File: src/rtl/core_sequencer.sv
// Multi-cycle control FSM: fetches an instruction, acts on the decoder verdict, runs the ALU
// handshake and GPR write-back, and owns PC, halt/fault flags and the retired-instruction count.
module core_sequencer #(
   parameter logic [63:0] RESET_PC    = 64'h0,
   parameter int unsigned ALU_TIMEOUT = 16,
   parameter int unsigned CNT_W       = 32
) (
   input  logic             i_clk,
   input  logic             i_rst_n,
   output logic             o_imem_req,
   output logic [63:0]      o_imem_addr,
   input  logic             i_imem_ack,
   input  logic [31:0]      i_imem_data,
   output logic [31:0]      o_insn,
   input  logic             i_dec_valid,
   input  logic [3:0]       i_dec_to_state,
   input  logic [4:0]       i_dec_dst,
   input  logic [63:0]      i_dec_src1,
   output logic             o_alu_start,
   input  logic             i_alu_done,
   input  logic [63:0]      i_alu_result,
   output logic             o_wb_en,
   output logic [4:0]       o_wb_addr,
   output logic [63:0]      o_wb_data,
   output logic [63:0]      o_pc,
   output logic             o_halted,
   output logic             o_fault,
   output logic [CNT_W-1:0] o_retired
);

   // Decoder next-state codes shared with the decoder.
   localparam logic [3:0] STATE_HALT        = 4'h0;
   localparam logic [3:0] STATE_SRC1_TO_DST = 4'h1;
   localparam logic [3:0] STATE_EXECUTE     = 4'h2;

   localparam int unsigned TMO_W = $clog2(ALU_TIMEOUT + 1);
   localparam logic [TMO_W-1:0] TMO_LAST = TMO_W'(ALU_TIMEOUT - 1);

   typedef enum logic [2:0] {StFetch, StDecode, StExec, StWb, StStop} state_e;

   state_e             state_q, state_d;
   logic [63:0]        pc_q, pc_d;
   logic [31:0]        insn_q, insn_d;
   logic [4:0]         wb_addr_q, wb_addr_d;
   logic [63:0]        wb_data_q, wb_data_d;
   logic               halted_q, halted_d;
   logic               fault_q, fault_d;
   logic [CNT_W-1:0]   retired_q, retired_d;
   logic [TMO_W-1:0]   cnt_q, cnt_d;
   logic               start_q, start_d;

   always_comb begin
      state_d   = state_q;
      pc_d      = pc_q;
      insn_d    = insn_q;
      wb_addr_d = wb_addr_q;
      wb_data_d = wb_data_q;
      halted_d  = halted_q;
      fault_d   = fault_q;
      retired_d = retired_q;
      cnt_d     = cnt_q;
      start_d   = 1'b0;
      unique case (state_q)
         StFetch: begin
            if (i_imem_ack) begin
               insn_d  = i_imem_data;
               state_d = StDecode;
            end
         end
         StDecode: begin
            if (!i_dec_valid) begin
               fault_d = 1'b1;
               state_d = StStop;
            end else begin
               case (i_dec_to_state)
                  STATE_HALT: begin
                     halted_d  = 1'b1;
                     retired_d = retired_q + CNT_W'(1);
                     state_d   = StStop;
                  end
                  STATE_SRC1_TO_DST: begin
                     wb_data_d = i_dec_src1;
                     wb_addr_d = i_dec_dst;
                     state_d   = StWb;
                  end
                  STATE_EXECUTE: begin
                     start_d = 1'b1;
                     cnt_d   = '0;
                     state_d = StExec;
                  end
                  default: begin
                     fault_d = 1'b1;
                     state_d = StStop;
                  end
               endcase
            end
         end
         StExec: begin
            // A done in the final allowed cycle still wins over the timeout.
            if (i_alu_done) begin
               wb_data_d = i_alu_result;
               wb_addr_d = i_dec_dst;
               state_d   = StWb;
            end else if (cnt_q == TMO_LAST) begin
               fault_d = 1'b1;
               state_d = StStop;
            end else begin
               cnt_d = cnt_q + TMO_W'(1);
            end
         end
         StWb: begin
            pc_d      = pc_q + 64'd4;
            retired_d = retired_q + CNT_W'(1);
            state_d   = StFetch;
         end
         StStop: begin
            state_d = StStop;
         end
         default: begin
            state_d = StFetch;
         end
      endcase
   end

   always_ff @(posedge i_clk) begin
      if (!i_rst_n) begin
         state_q   <= StFetch;
         pc_q      <= RESET_PC;
         insn_q    <= '0;
         wb_addr_q <= '0;
         wb_data_q <= '0;
         halted_q  <= 1'b0;
         fault_q   <= 1'b0;
         retired_q <= '0;
         cnt_q     <= '0;
         start_q   <= 1'b0;
      end else begin
         state_q   <= state_d;
         pc_q      <= pc_d;
         insn_q    <= insn_d;
         wb_addr_q <= wb_addr_d;
         wb_data_q <= wb_data_d;
         halted_q  <= halted_d;
         fault_q   <= fault_d;
         retired_q <= retired_d;
         cnt_q     <= cnt_d;
         start_q   <= start_d;
      end
   end

   assign o_imem_req  = (state_q == StFetch);
   assign o_imem_addr = pc_q;
   assign o_insn      = insn_q;
   assign o_alu_start = start_q;
   assign o_wb_en     = (state_q == StWb);
   assign o_wb_addr   = wb_addr_q;
   assign o_wb_data   = wb_data_q;
   assign o_pc        = pc_q;
   assign o_halted    = halted_q;
   assign o_fault     = fault_q;
   assign o_retired   = retired_q;

endmodule

File: config.mk
export PLATFORM = sky130hd
export DESIGN_NAME = core_sequencer
export DESIGN_NICKNAME = d
export VERILOG_FILES = /design/src/rtl/core_sequencer.sv
export SDC_FILE = /design/constraint.sdc
export NUM_CORES = 1
export LEC_CHECK = 0
export BUFFER_PORTS_ARGS = -buffer_cell sky130_fd_sc_hd__buf_2
export CORE_AREA = 3 3 170 172
export CTS_BUF_LIST = sky130_fd_sc_hd__clkbuf_4
export CTS_CLUSTER_SIZE = 20
export DETAILED_ROUTE_END_ITERATION = 10
export DIE_AREA = 0 0 173 175
export GPL_TIMING_DRIVEN = 0
export PLACE_DENSITY = 0.66
export SKIP_CTS_REPAIR_TIMING = 1
export SYNTH_ARGS = -nofsm -noshare
export SYNTH_HDL_FRONTEND = slang
export SYNTH_SLANG_ARGS = --single-unit
File: constraint.sdc
create_clock -name i_clk -period 2.05 [get_ports i_clk]
set_input_delay 0.205 -clock i_clk [delete_from_list [all_inputs] [get_ports i_clk]]
set_output_delay 0.205 -clock i_clk [all_outputs]
set_load 0.03 [all_outputs]
Word-level counts from Yosys, hierarchy flattened --
Index checks and enable logic that the tools add are counted.
Word-level totals: register bits 208, input bits 174, logic and storage cells 72
Cells by class: add/subtract/negate cells 3, equal/unequal tests 18, multiplexer cells 28, reduce and logical (&&, ||, !) cells 13
Operators with widths (number):
- 64-bit two-way mux | 3
- 64-bit one-hot mux with 2 select lines | 1
- 64-bit by 3-bit adder with 64-bit output, second input constant | 1
- 32-bit two-way mux | 2
- 32-bit one-hot mux with 2 select lines | 1
- 5-bit two-way mux | 7
- 32-bit by 1-bit adder with 32-bit output, second input constant | 1
- 5-bit one-hot mux with 2 select lines | 2
- 2-bit inequality test, second input constant | 7
- 3-bit two-way mux | 4
- 3-bit one-hot mux with 4 select lines | 1
- 3-bit AND reduction | 3
- 4-bit AND reduction | 2
- 3-bit by 2-bit equality test with 1-bit output, second input constant | 2
- 3-bit inequality test, second input constant | 2
- 3-bit one-hot mux with 2 select lines | 1
- 5-bit by 1-bit adder with 5-bit output, second input constant | 1
- 5-bit by 4-bit equality test with 1-bit output, second input constant | 1
- 1-bit two-way mux | 5
- 5-bit AND reduction | 1
- 4-bit by 1-bit equality test with 1-bit output, second input constant | 1
- 4-bit by 2-bit equality test with 1-bit output, second input constant | 1
- 4-bit zero test | 1
- 2-bit by 1-bit inequality test with 1-bit output, second input constant | 2
- 7 further kinds | 9

Longest topological paths before layout --
Gate-level depths: netlist (run 1).
depth in word-level cells 5, mapped depth 8

Least setup slack after synthesis (run 1) --
No wires, ideal clock.
path kind register to register, from reg pc_q[44], in the netlist o_imem_addr[44], to reg pc_q[62], in the netlist o_imem_addr[62], library setup time 0.070 ns, arrival time 2.332 ns, data required time 1.980 ns, path slack -0.352 ns, stages on the path, launching flop included 6, buffers on the path 0, period minus slack after synthesis 2.402 ns, cells stage by stage dfxtp_1 nand4_2 or4_4 or4_4 or4_1 a21oi_1
Between the ends: cells in the longest elaborated chain, start to end 1
Ends and longest elaborated chain:
- start, declared | line 42 | logic [63:0] pc_q, pc_d;
- start signal, assigned | line 139 | pc_q <= pc_d;
- 64-bit by 3-bit adder with 64-bit output | line 112 | pc_d = pc_q + 64'd4;
No other way between the ends. A chain may end at the register's enable or synchronous reset.

Final worst setup path (run 1) --
from reg state_q[2], to reg pc_q[60], in the netlist o_imem_addr[60]
Between the ends: cells in the longest elaborated chain, start to end 1
Ends and longest elaborated chain:
- start, declared | line 41 | state_e state_q, state_d;
- start signal, assigned | line 127 | state_q <= StFetch;
- start signal, assigned | line 138 | state_q <= state_d;
- 3-bit by 2-bit equality test with 1-bit output | line 63 | unique case (state_q)
No other way between the ends.

==> results.toml, run 1 <==
[status]
status = "finished, violations left"
violations = "negative setup slack"

[power]
p_leak_nw = 6.84
irDropWorstVdd_mv = 0.341
powerDensity_nw_per_um2 = 595

[critical_path]
worst_setup_path_start_kind = "register"
rrSetupSlack_ps = -110
cp_top_family = "simple AND/OR/NAND/NOR gates"
cp_max_fo = 5
critPathBufInv = 2
path_class = "register to register"
end_kind = "register"
slowest_delay_ps = 410
critPathRequiredTime_ps = 2630
critPathSlowestCell = "or4_4"
arrival_ps = 2740
cp_cell_sequence = "buf_4 -> nand4b_1 -> nor4_2 -> nand4b_1 -> buf_4 -> or4_4 -> a21oi_1"

[timing]
finClkSkew_ps = 45.3
fin_ws_ps = -115
slew_violations = 0
period_needed_ps = 2160
tightest_slew_ps = 1040
report.final.setup_viol = 9
maxSlewHeadroom_pct = 31.0
fmax_mhz = 462
hold_viol = 0
rsz0062_at_grt = "true"
finalCritPeriodShare_pct = 106

[hold_path]
min_path_type = "input port to register"

[placed_design]
dpl_cell_area_um2 = 12300
dp_hpwl_mm = 25.4
port_buffers = 435
gp_congestion = 0.837
pre_cts_slack_ps = -776
place_inst = 1934

[global_route]
grt_pass1_vias = 9752
grt_pass1_wl_mm = 52.3
grt_max_degree = 15
track_usage_pct = 21.1
grt_overflow = 0
grt_antenna_before_repair = 2

[drt]
drc = 0
viasPerCell = 5.03
drt_wl_total_mm = 39.3
via_count = 11400
drt_iter0_markers = 556
drt_first_pass_iters = 5
antenna_left = 0
avgRoutedWirePerCell_um = 17.4

[synth]
synth_area_leaders = "dfxtp_1 (43%), mux2i_1 (7.4%), nor2_1 (5.9%)"
synth_top_area_share_pct = 43.1
synth_edf_count = 0
yosysWarnings = 0
synth.avg_cell_area_um2 = 8.56
synthArstFlopShare_pct = 0
syn_inst = 1118
synth_top_area_cell = "dfxtp_1"
ys_seq_elements = 206
yosysSeqAreaShare_pct = 43.1
synth_ff_type = "dfxtp_1"
ys_types = 48
synth_area_um2 = 9570

[finish]
nFillCells = 2442
mostFrequentLayoutCell = "buf_2"
post-route-util_pct = 57.1
stdcell_count = 2261
nets = 2021
areaGrowthSynthToFinish_pct = 64.9
finalInstanceArea_um2 = 15800
drive_above_1_share_pct = 42.9
mostFrequentLayoutCells = "buf_2 (440), dlygate4sd3_1 (174), dfxtp_1 (156)"

[floorplan]
start_util_pct = 34.6
die-area_um2 = 30300
die_w_um = 173
row_count = 61
fp.coreArea_um2 = 27600
io_pins = 440
die_h_um = 175

[clocking]
cts_inserted_buffers = 56
clock_sinks = 206
ctsRootBufferMaster = "clkbuf_4"
path_clk_slew_ps = 70
insertion_delay_ps = 670
cts_max_path_buffers = 3
cts_tree = "built"
htreeDepth = 2

[job]
drv_cap = 0
## cells in the mapped netlist (all sizes together), types with 17 or more instances
library cell,n
xnor2,45
nand3,32
o21ai,24
or3,22
dfxtp,206
nand4,30
nor3,17
nor2,150
buf,81
a21oi,74
mux2i,71
nor4,26
a211oi,66
nand2,114
clkbuf,52
## worst register-to-register path, cell delays in order, from the launching register on
cell and delay (ps):
dfxtp_4 360, buf_4 130, nand4b_1 270, nor4_2 260, nand4b_1 270, buf_4 220, or4_4 410, a21oi_1 140
## where the power goes
group	switching (mW)	total, mW	leakage [nW]	internal, mW
logic	0.833	1.48	4.73	0.650
registers	0.0649	4.16	1.70	4.09
clock network	1.77	3.75	0.413	1.98
total	2.67	9.39	6.84	6.72
## per-layer routing
metal | up-vias | global-route usage, % | part of all wire (%)
met5 | - | 0 | 0.023
met4 | 2 | 7.91 | 4.3
met3 | 144 | 6.26 | 7.8
met2 | 571 | 36.8 | 49
met1 | 5281 | 24.5 | 39
li1 | 5376 | - | -
## kinds of logic (layout without fill, tap and decap cells)
group	after synthesis	after routing	share of synthesized area, %
adder cells (fa/ha/maj)	4	4	0.523
flip-flops	206	206	43.1
AO/OA/AOI/OAI	182	182	11.8
buffers and inverters	144	905	8.32
multiplexers	72	72	7.55
XOR/XNOR	60	60	5.49
other	1	5	0.0392
AND/OR/NAND/NOR	449	449	23.2
## registers in the layout (all words and copies together), names as in the netlist
register / cells
cnt_q: 5
o_alu_start: 1
o_fault: 1
o_halted: 1
o_imem_addr: 62
o_insn: 32
o_retired: 32
o_wb_addr: 5
o_wb_data: 64
state_q: 3
## per-stage QoR
step	hold slack, ps	total power, mW	setup TNS (ps)
after CTS	-291	9.14	-67640
after global placement	440	5.35	-60930
after detailed placement	444	5.36	-62830
after floorplan	341	4.90	-0.276
final	14.6	9.39	-392
after global routing	-6.40	9.89	-2110
## cell type report
type	count	area, um2	area share [%]
timing repair buffer	666	4370	27.7
inverter	11	45.0	0.286
sequential	206	4240	26.9
tap	378	473	3.00
clock buffer	77	578	3.66
buffer	131	878	5.57
clock inverter	20	129	0.817
multi-input combinational	771	5060	32.1
antenna	1	2.50	0.0159
## final timing paths
kind	depth (start not counted)	end	start
worst min register to register	2	o_insn[31]$_SDFFE_PN0P_	o_insn[31]$_SDFFE_PN0P_
worst max-delay path	7	o_imem_addr[60]$_SDFFE_PN0N_	state_q[2]$_SDFFE_PN0P_
worst min-delay path	3	o_wb_data[22]$_SDFFE_PN0P_	i_dec_src1[22]
worst max register to register	7	o_imem_addr[60]$_SDFFE_PN0N_	state_q[2]$_SDFFE_PN0P_
(Power assumes the default switching activity.)
==> run 2, diff against run 1 <==
--- a/config.mk
+++ b/config.mk
@@ -8,3 +8,4 @@
 export BUFFER_PORTS_ARGS = -buffer_cell sky130_fd_sc_hd__buf_2
-export CORE_AREA = 3 3 170 172
+export CAP_MARGIN = 20
+export CORE_AREA = 3 3 169 171
 export CTS_BUF_LIST = sky130_fd_sc_hd__clkbuf_4
@@ -12,5 +13,5 @@
 export DETAILED_ROUTE_END_ITERATION = 10
-export DIE_AREA = 0 0 173 175
+export DIE_AREA = 0 0 172 174
 export GPL_TIMING_DRIVEN = 0
-export PLACE_DENSITY = 0.66
+export PLACE_DENSITY = 0.67
 export SKIP_CTS_REPAIR_TIMING = 1
==> constraint.sdc (replaced) <==
create_clock -name i_clk -period 2.05 [get_ports i_clk]
set_input_delay 0.3075 -clock i_clk [delete_from_list [all_inputs] [get_ports i_clk]]
set_output_delay 0.3075 -clock i_clk [all_outputs]
set_load 0.03 [all_outputs]
==> run 2 against run 1 <==
Effect of this change:
- the flow still finishes with violations (negative setup slack)
- clock skew decreased by 1.2 ps
- first-iteration DRC count increased by 1.8%
- maximum frequency decreased by 2.4%
- cell count decreased by 3.4%
- combinational power decreased by 5%
- routed wire length decreased by 3.0%
- flip-flop and latch count unchanged
- non-clock buffer count decreased by 47
- critical path type unchanged
- critical endpoint is now o_imem_addr[46]$_SDFFE_PN0N_
==> results.toml, run 2 (same netlist as run 1, synthesis figures left out) <==
[clocking]
htreeDepth = 2
cts_tree = "built"
ctsRootBufferMaster = "clkbuf_4"
cts_inserted_buffers = 57
clock_sinks = 206
cts_max_path_buffers = 3
path_clk_slew_ps = 70
insertion_delay_ps = 680

[global_route]
track_usage_pct = 21.3
grt_overflow = 0
grt_max_degree = 17
grt_pass1_wl_mm = 51.0
grt_antenna_before_repair = 5
grt_pass1_vias = 9545

[floorplan]
die_w_um = 172
io_pins = 440
row_count = 60
start_util_pct = 35.4
fp.coreArea_um2 = 27000
die-area_um2 = 29900
die_h_um = 174

[timing]
finClkSkew_ps = 44.1
totalNegativeSetupSlack_ps = -767
report.final.setup_viol = 10
finalCritPeriodShare_pct = 108
fin_ws_ps = -167
slew_violations = 0
period_needed_ps = 2220
holdWs_ps = 7.67
hold_viol = 0
fmax_mhz = 451
tightest_slew_ps = 945
maxSlewHeadroom_pct = 37.0
rsz0062_at_grt = "true"

[hold_path]
min_path_type = "input port to register"
min_from = "i_alu_result[58]"

[placed_design]
dp_hpwl_mm = 26.0
place_inst = 1897
port_buffers = 435
pre_cts_slack_ps = -737
dpl_cell_area_um2 = 12300
gp_congestion = 0.829

[finish]
largest_reg_flops = 64
finalInstanceArea_um2 = 15300
areaGrowthSynthToFinish_pct = 59.4
stdcell_count = 2185
drive_above_1_share_pct = 43.8
nets = 1975
nFillCells = 2438
mostFrequentLayoutCell = "buf_2"
mostFrequentLayoutCells = "buf_2 (437), dfxtp_1 (156), nor2_1 (146)"
post-route-util_pct = 56.4

[drt]
drt_first_pass_iters = 5
viasPerCell = 5.02
drt_wl_total_mm = 38.1
drc = 0
via_count = 11000
drt_iter0_markers = 566
avgRoutedWirePerCell_um = 17.5
antenna_left = 0

[power]
p_total_mw = 9.32
p_leak_nw = 6.68
irDropWorstVdd_mv = 0.467
powerDensity_nw_per_um2 = 611

[critical_path]
cp_cell_sequence = "ha_4 -> nand4_1 -> nor4_2 -> nand4b_1 -> buf_6 -> buf_6 -> or3_4 -> a21oi_2"
r2r-start = "o_imem_addr[3]$_SDFFE_PN0N_"
cp_max_fo = 8
critPathRequiredTime_ps = 2650
worst_setup_path_start_kind = "register"
slowest_delay_ps = 370
end_kind = "register"
startpoint = "o_imem_addr[3]$_SDFFE_PN0N_"
critPathSlowestCell = "dfxtp_4"
arrival_ps = 2820
path_class = "register to register"
rrSetupSlack_ps = -170
crit_path_frequent_cell = "buf_6"

[status]
status = "finished, violations left"
violations = "negative setup slack"

[job]
drv_cap = 0
-- run 2: changes by cell type in the layout (fill, tap and decap cells not counted), sizes merged --
cell | previous run | this run
dlygate4sd3 | 174 | 120
clkbuf | 118 | 131
clkinv | 18 | 21
buf | 582 | 580
bufinv | 2 | 1
clkinvlp | 1 | 2
diode | 1 | 2
-- run 2: cell type report --
cell class / count / area (um2) / area share [%]
buffer: 132 / 878 / 5.76
multi-input combinational: 771 / 5030 / 33.0
timing repair buffer: 618 / 3880 / 25.4
inverter: 11 / 45.0 / 0.295
antenna: 2 / 5.00 / 0.0328
clock buffer: 81 / 608 / 3.99
tap: 341 / 427 / 2.80
clock inverter: 23 / 124 / 0.812
sequential: 206 / 4260 / 27.9
-- run 2: report_power, final --
group | internal (mW) | total (mW) | leakage (nW) | switching (mW)
logic | 0.596 | 1.41 | 4.55 | 0.815
registers | 4.08 | 4.14 | 1.70 | 0.0628
clock network | 1.95 | 3.76 | 0.427 | 1.81
-- run 2: critical path, delay by kind of cell (launching register included) --
family                     cells  cell delay, ps
and+or+nand+nor                4            1150
buffers and inverters          2             370
DFF                            1             370
AOI/OAI and AO/OA              1             110
adders and majority gates      1             150
-- run 2: routing by layer --
metal  GRT usage [%]  share of wire [%]  vias to the layer above
met3            5.75                6.8                       87
met2            37.8                 51                      444
met4            7.62                3.1                        4
li1                -                  -                     5290
met1            24.5                 39                     5136
met5               0              0.071                        -
-- run 2: final timing paths --
check                           cells past startpoint                            to
worst min-delay path                                3    o_wb_data[58]$_SDFFE_PN0P_
worst min register to register                      2        o_insn[8]$_SDFFE_PN0P_
worst max-delay path                                8  o_imem_addr[46]$_SDFFE_PN0N_
worst max register to register                      8  o_imem_addr[46]$_SDFFE_PN0N_
==> run 3, diff against run 2 <==
Settings changed: BUFFER_PORTS_ARGS -buffer_cell sky130_fd_sc_hd__buf_2 to not set, DONT_BUFFER_PORTS set to 1, PLACE_DENSITY 0.67 to 0.53, TNS_END_PERCENT set to 5.
==> run 3 against run 2 <==
Effect of this change:
- the flow still finishes with violations (negative setup slack)
- count of clock-buffer cells in the layout rose by 15
- maximum frequency fell by 1.4%
- cell count fell by 19%
- via count fell by 14%
- highest routed layer is now met4
- largest cell class unchanged
- sequential power rose by 6.0%
==> results.toml, run 3 (same netlist as run 1, synthesis figures left out) <==
[drt]
avgRoutedWirePerCell_um = 20.0
drt_iter0_markers = 559
drt_wl_total_mm = 35.2
drc = 0
drt_first_pass_iters = 5
antenna_left = 0
via_count = 9386
viasPerCell = 5.33

[floorplan]
die_w_um = 172
fp.coreArea_um2 = 27000
io_pins = 440
die_h_um = 174
die-area_um2 = 29900
row_count = 60
start_util_pct = 35.4

[critical_path]
worst_setup_path_start_kind = "register"
path_class = "register to register"
startpoint = "o_imem_addr[2]$_SDFFE_PN0N_"
critPathSlowestCell = "dfxtp_4"
cp_cell_sequence = "ha_4 -> nand4_1 -> nor4_2 -> nand4b_1 -> buf_6 -> or3_2 -> a21oi_2"
cp_top_family = "simple AND/OR/NAND/NOR gates"
r2r-start = "o_imem_addr[2]$_SDFFE_PN0N_"
end_kind = "register"
cp_max_fo = 10
arrival_ps = 2810
slowest_delay_ps = 440
rrSetupSlack_ps = -200
critPathBufInv = 1
critPathRequiredTime_ps = 2610

[timing]
tightest_slew_ps = 1010
fin_ws_ps = -200
slew_violations = 0
finalCritPeriodShare_pct = 110
report.final.setup_viol = 13
finClkSkew_ps = 51.2
totalNegativeSetupSlack_ps = -1240
holdWs_ps = 32.5
fmax_mhz = 445
hold_viol = 0
maxSlewHeadroom_pct = 32.7
rsz0062_at_grt = "true"
period_needed_ps = 2250

[global_route]
grt_antenna_before_repair = 2
grt_overflow = 0
track_usage_pct = 19.7
grt_max_degree = 15
grt_pass1_vias = 7960
grt_pass1_wl_mm = 46.8

[finish]
largest_reg_flops = 64
mostFrequentLayoutCell = "dlygate4sd3_1"
post-route-util_pct = 48.7
nFillCells = 2573
multi_input_area_um2 = 4900
areaGrowthSynthToFinish_pct = 37.6
drive_above_1_share_pct = 23.9
regArea_um2 = 4280
nets = 1552
finalInstanceArea_um2 = 13200
mostFrequentLayoutCells = "dlygate4sd3_1 (174), nor2_1 (146), dfxtp_1 (137)"

[placed_design]
port_buffers = 0
dp_hpwl_mm = 23.7
dpl_cell_area_um2 = 10100
gp_congestion = 0.815

[power]
p_leak_nw = 4.51
irDropWorstVdd_mv = 0.402
powerDensity_nw_per_um2 = 706

[clocking]
cts_inserted_buffers = 57
htreeDepth = 2
path_clk_slew_ps = 70
clock_sinks = 206
cts_max_path_buffers = 3
ctsRootBufferMaster = "clkbuf_4"
insertion_delay_ps = 670
cts_tree = "built"

[hold_path]
min_path_type = "input port to register"
min_from = "i_dec_src1[12]"

[status]
violations = "negative setup slack"
status = "finished, violations left"

[job]
drv_cap = 0
[run 3: cell types whose count changed in the layout (fill, tap and decap cells not counted), moves of 4 or more]
cell,previous run,this run
clkinv_1,18,4
buf_6,17,6
clkbuf_4,88,101
buf_4,125,91
dlygate4sd3_1,120,174
a211oi_2,4,0
nor4_1,7,11
a211oi_1,62,66
dfxtp_2,21,42
dfxtp_1,156,137
buf_2,437,5
[run 3: worst paths after layout]
check | end | depth (start not counted)
max | o_imem_addr[48]$_SDFFE_PN0N_ | 7
min | o_wb_data[12]$_SDFFE_PN0P_ | 2
max reg2reg | o_imem_addr[48]$_SDFFE_PN0N_ | 7
min reg2reg | cnt_q[1]$_SDFFE_PN0P_ | 2
[run 3: worst reg2reg max path: cells and delay by family, from the launching register on]
family	cells	cell delay [ps]
simple gates	4	1180
flops	1	440
buf+inv	1	230
fa+ha+maj	1	160
compound gates	1	140
[run 3: area by class of cell]
| type | instances | area share (%) |
|---|---|---|
| antenna | 4 | 0.0760 |
| multi-input combinational | 771 | 37.2 |
| tap | 341 | 3.24 |
| clock inverter | 5 | 0.342 |
| timing repair buffer | 195 | 14.4 |
| sequential | 206 | 32.5 |
| clock buffer | 96 | 5.47 |
| inverter | 11 | 0.342 |
| buffer | 132 | 6.41 |
[run 3: where the power goes]
group          switching, mW  total [mW]  internal, mW
sequential             0.304        4.39          4.08
combinational          0.510       0.949         0.439
clock                   1.77        3.97          2.20
total                   2.58        9.30          6.72
[run 3: per-stage QoR]
step                      std cells  worst slack [ps]  power (mW)
after floorplan                1121              -100        4.90
after global placement         1462              -762        5.11
after detailed placement       1462              -804        5.12
after CTS                      1563              -826        9.11
after global routing           1759              -250        9.78
final                          1761              -200        9.30
[run 3: routing by layer]
layer | track usage (%) | share of wire, %
met2 | 32.2 | 49
met5 | 0 | 0
met3 | 6.46 | 8.3
met4 | 4.89 | 2.2
met1 | 25.2 | 41
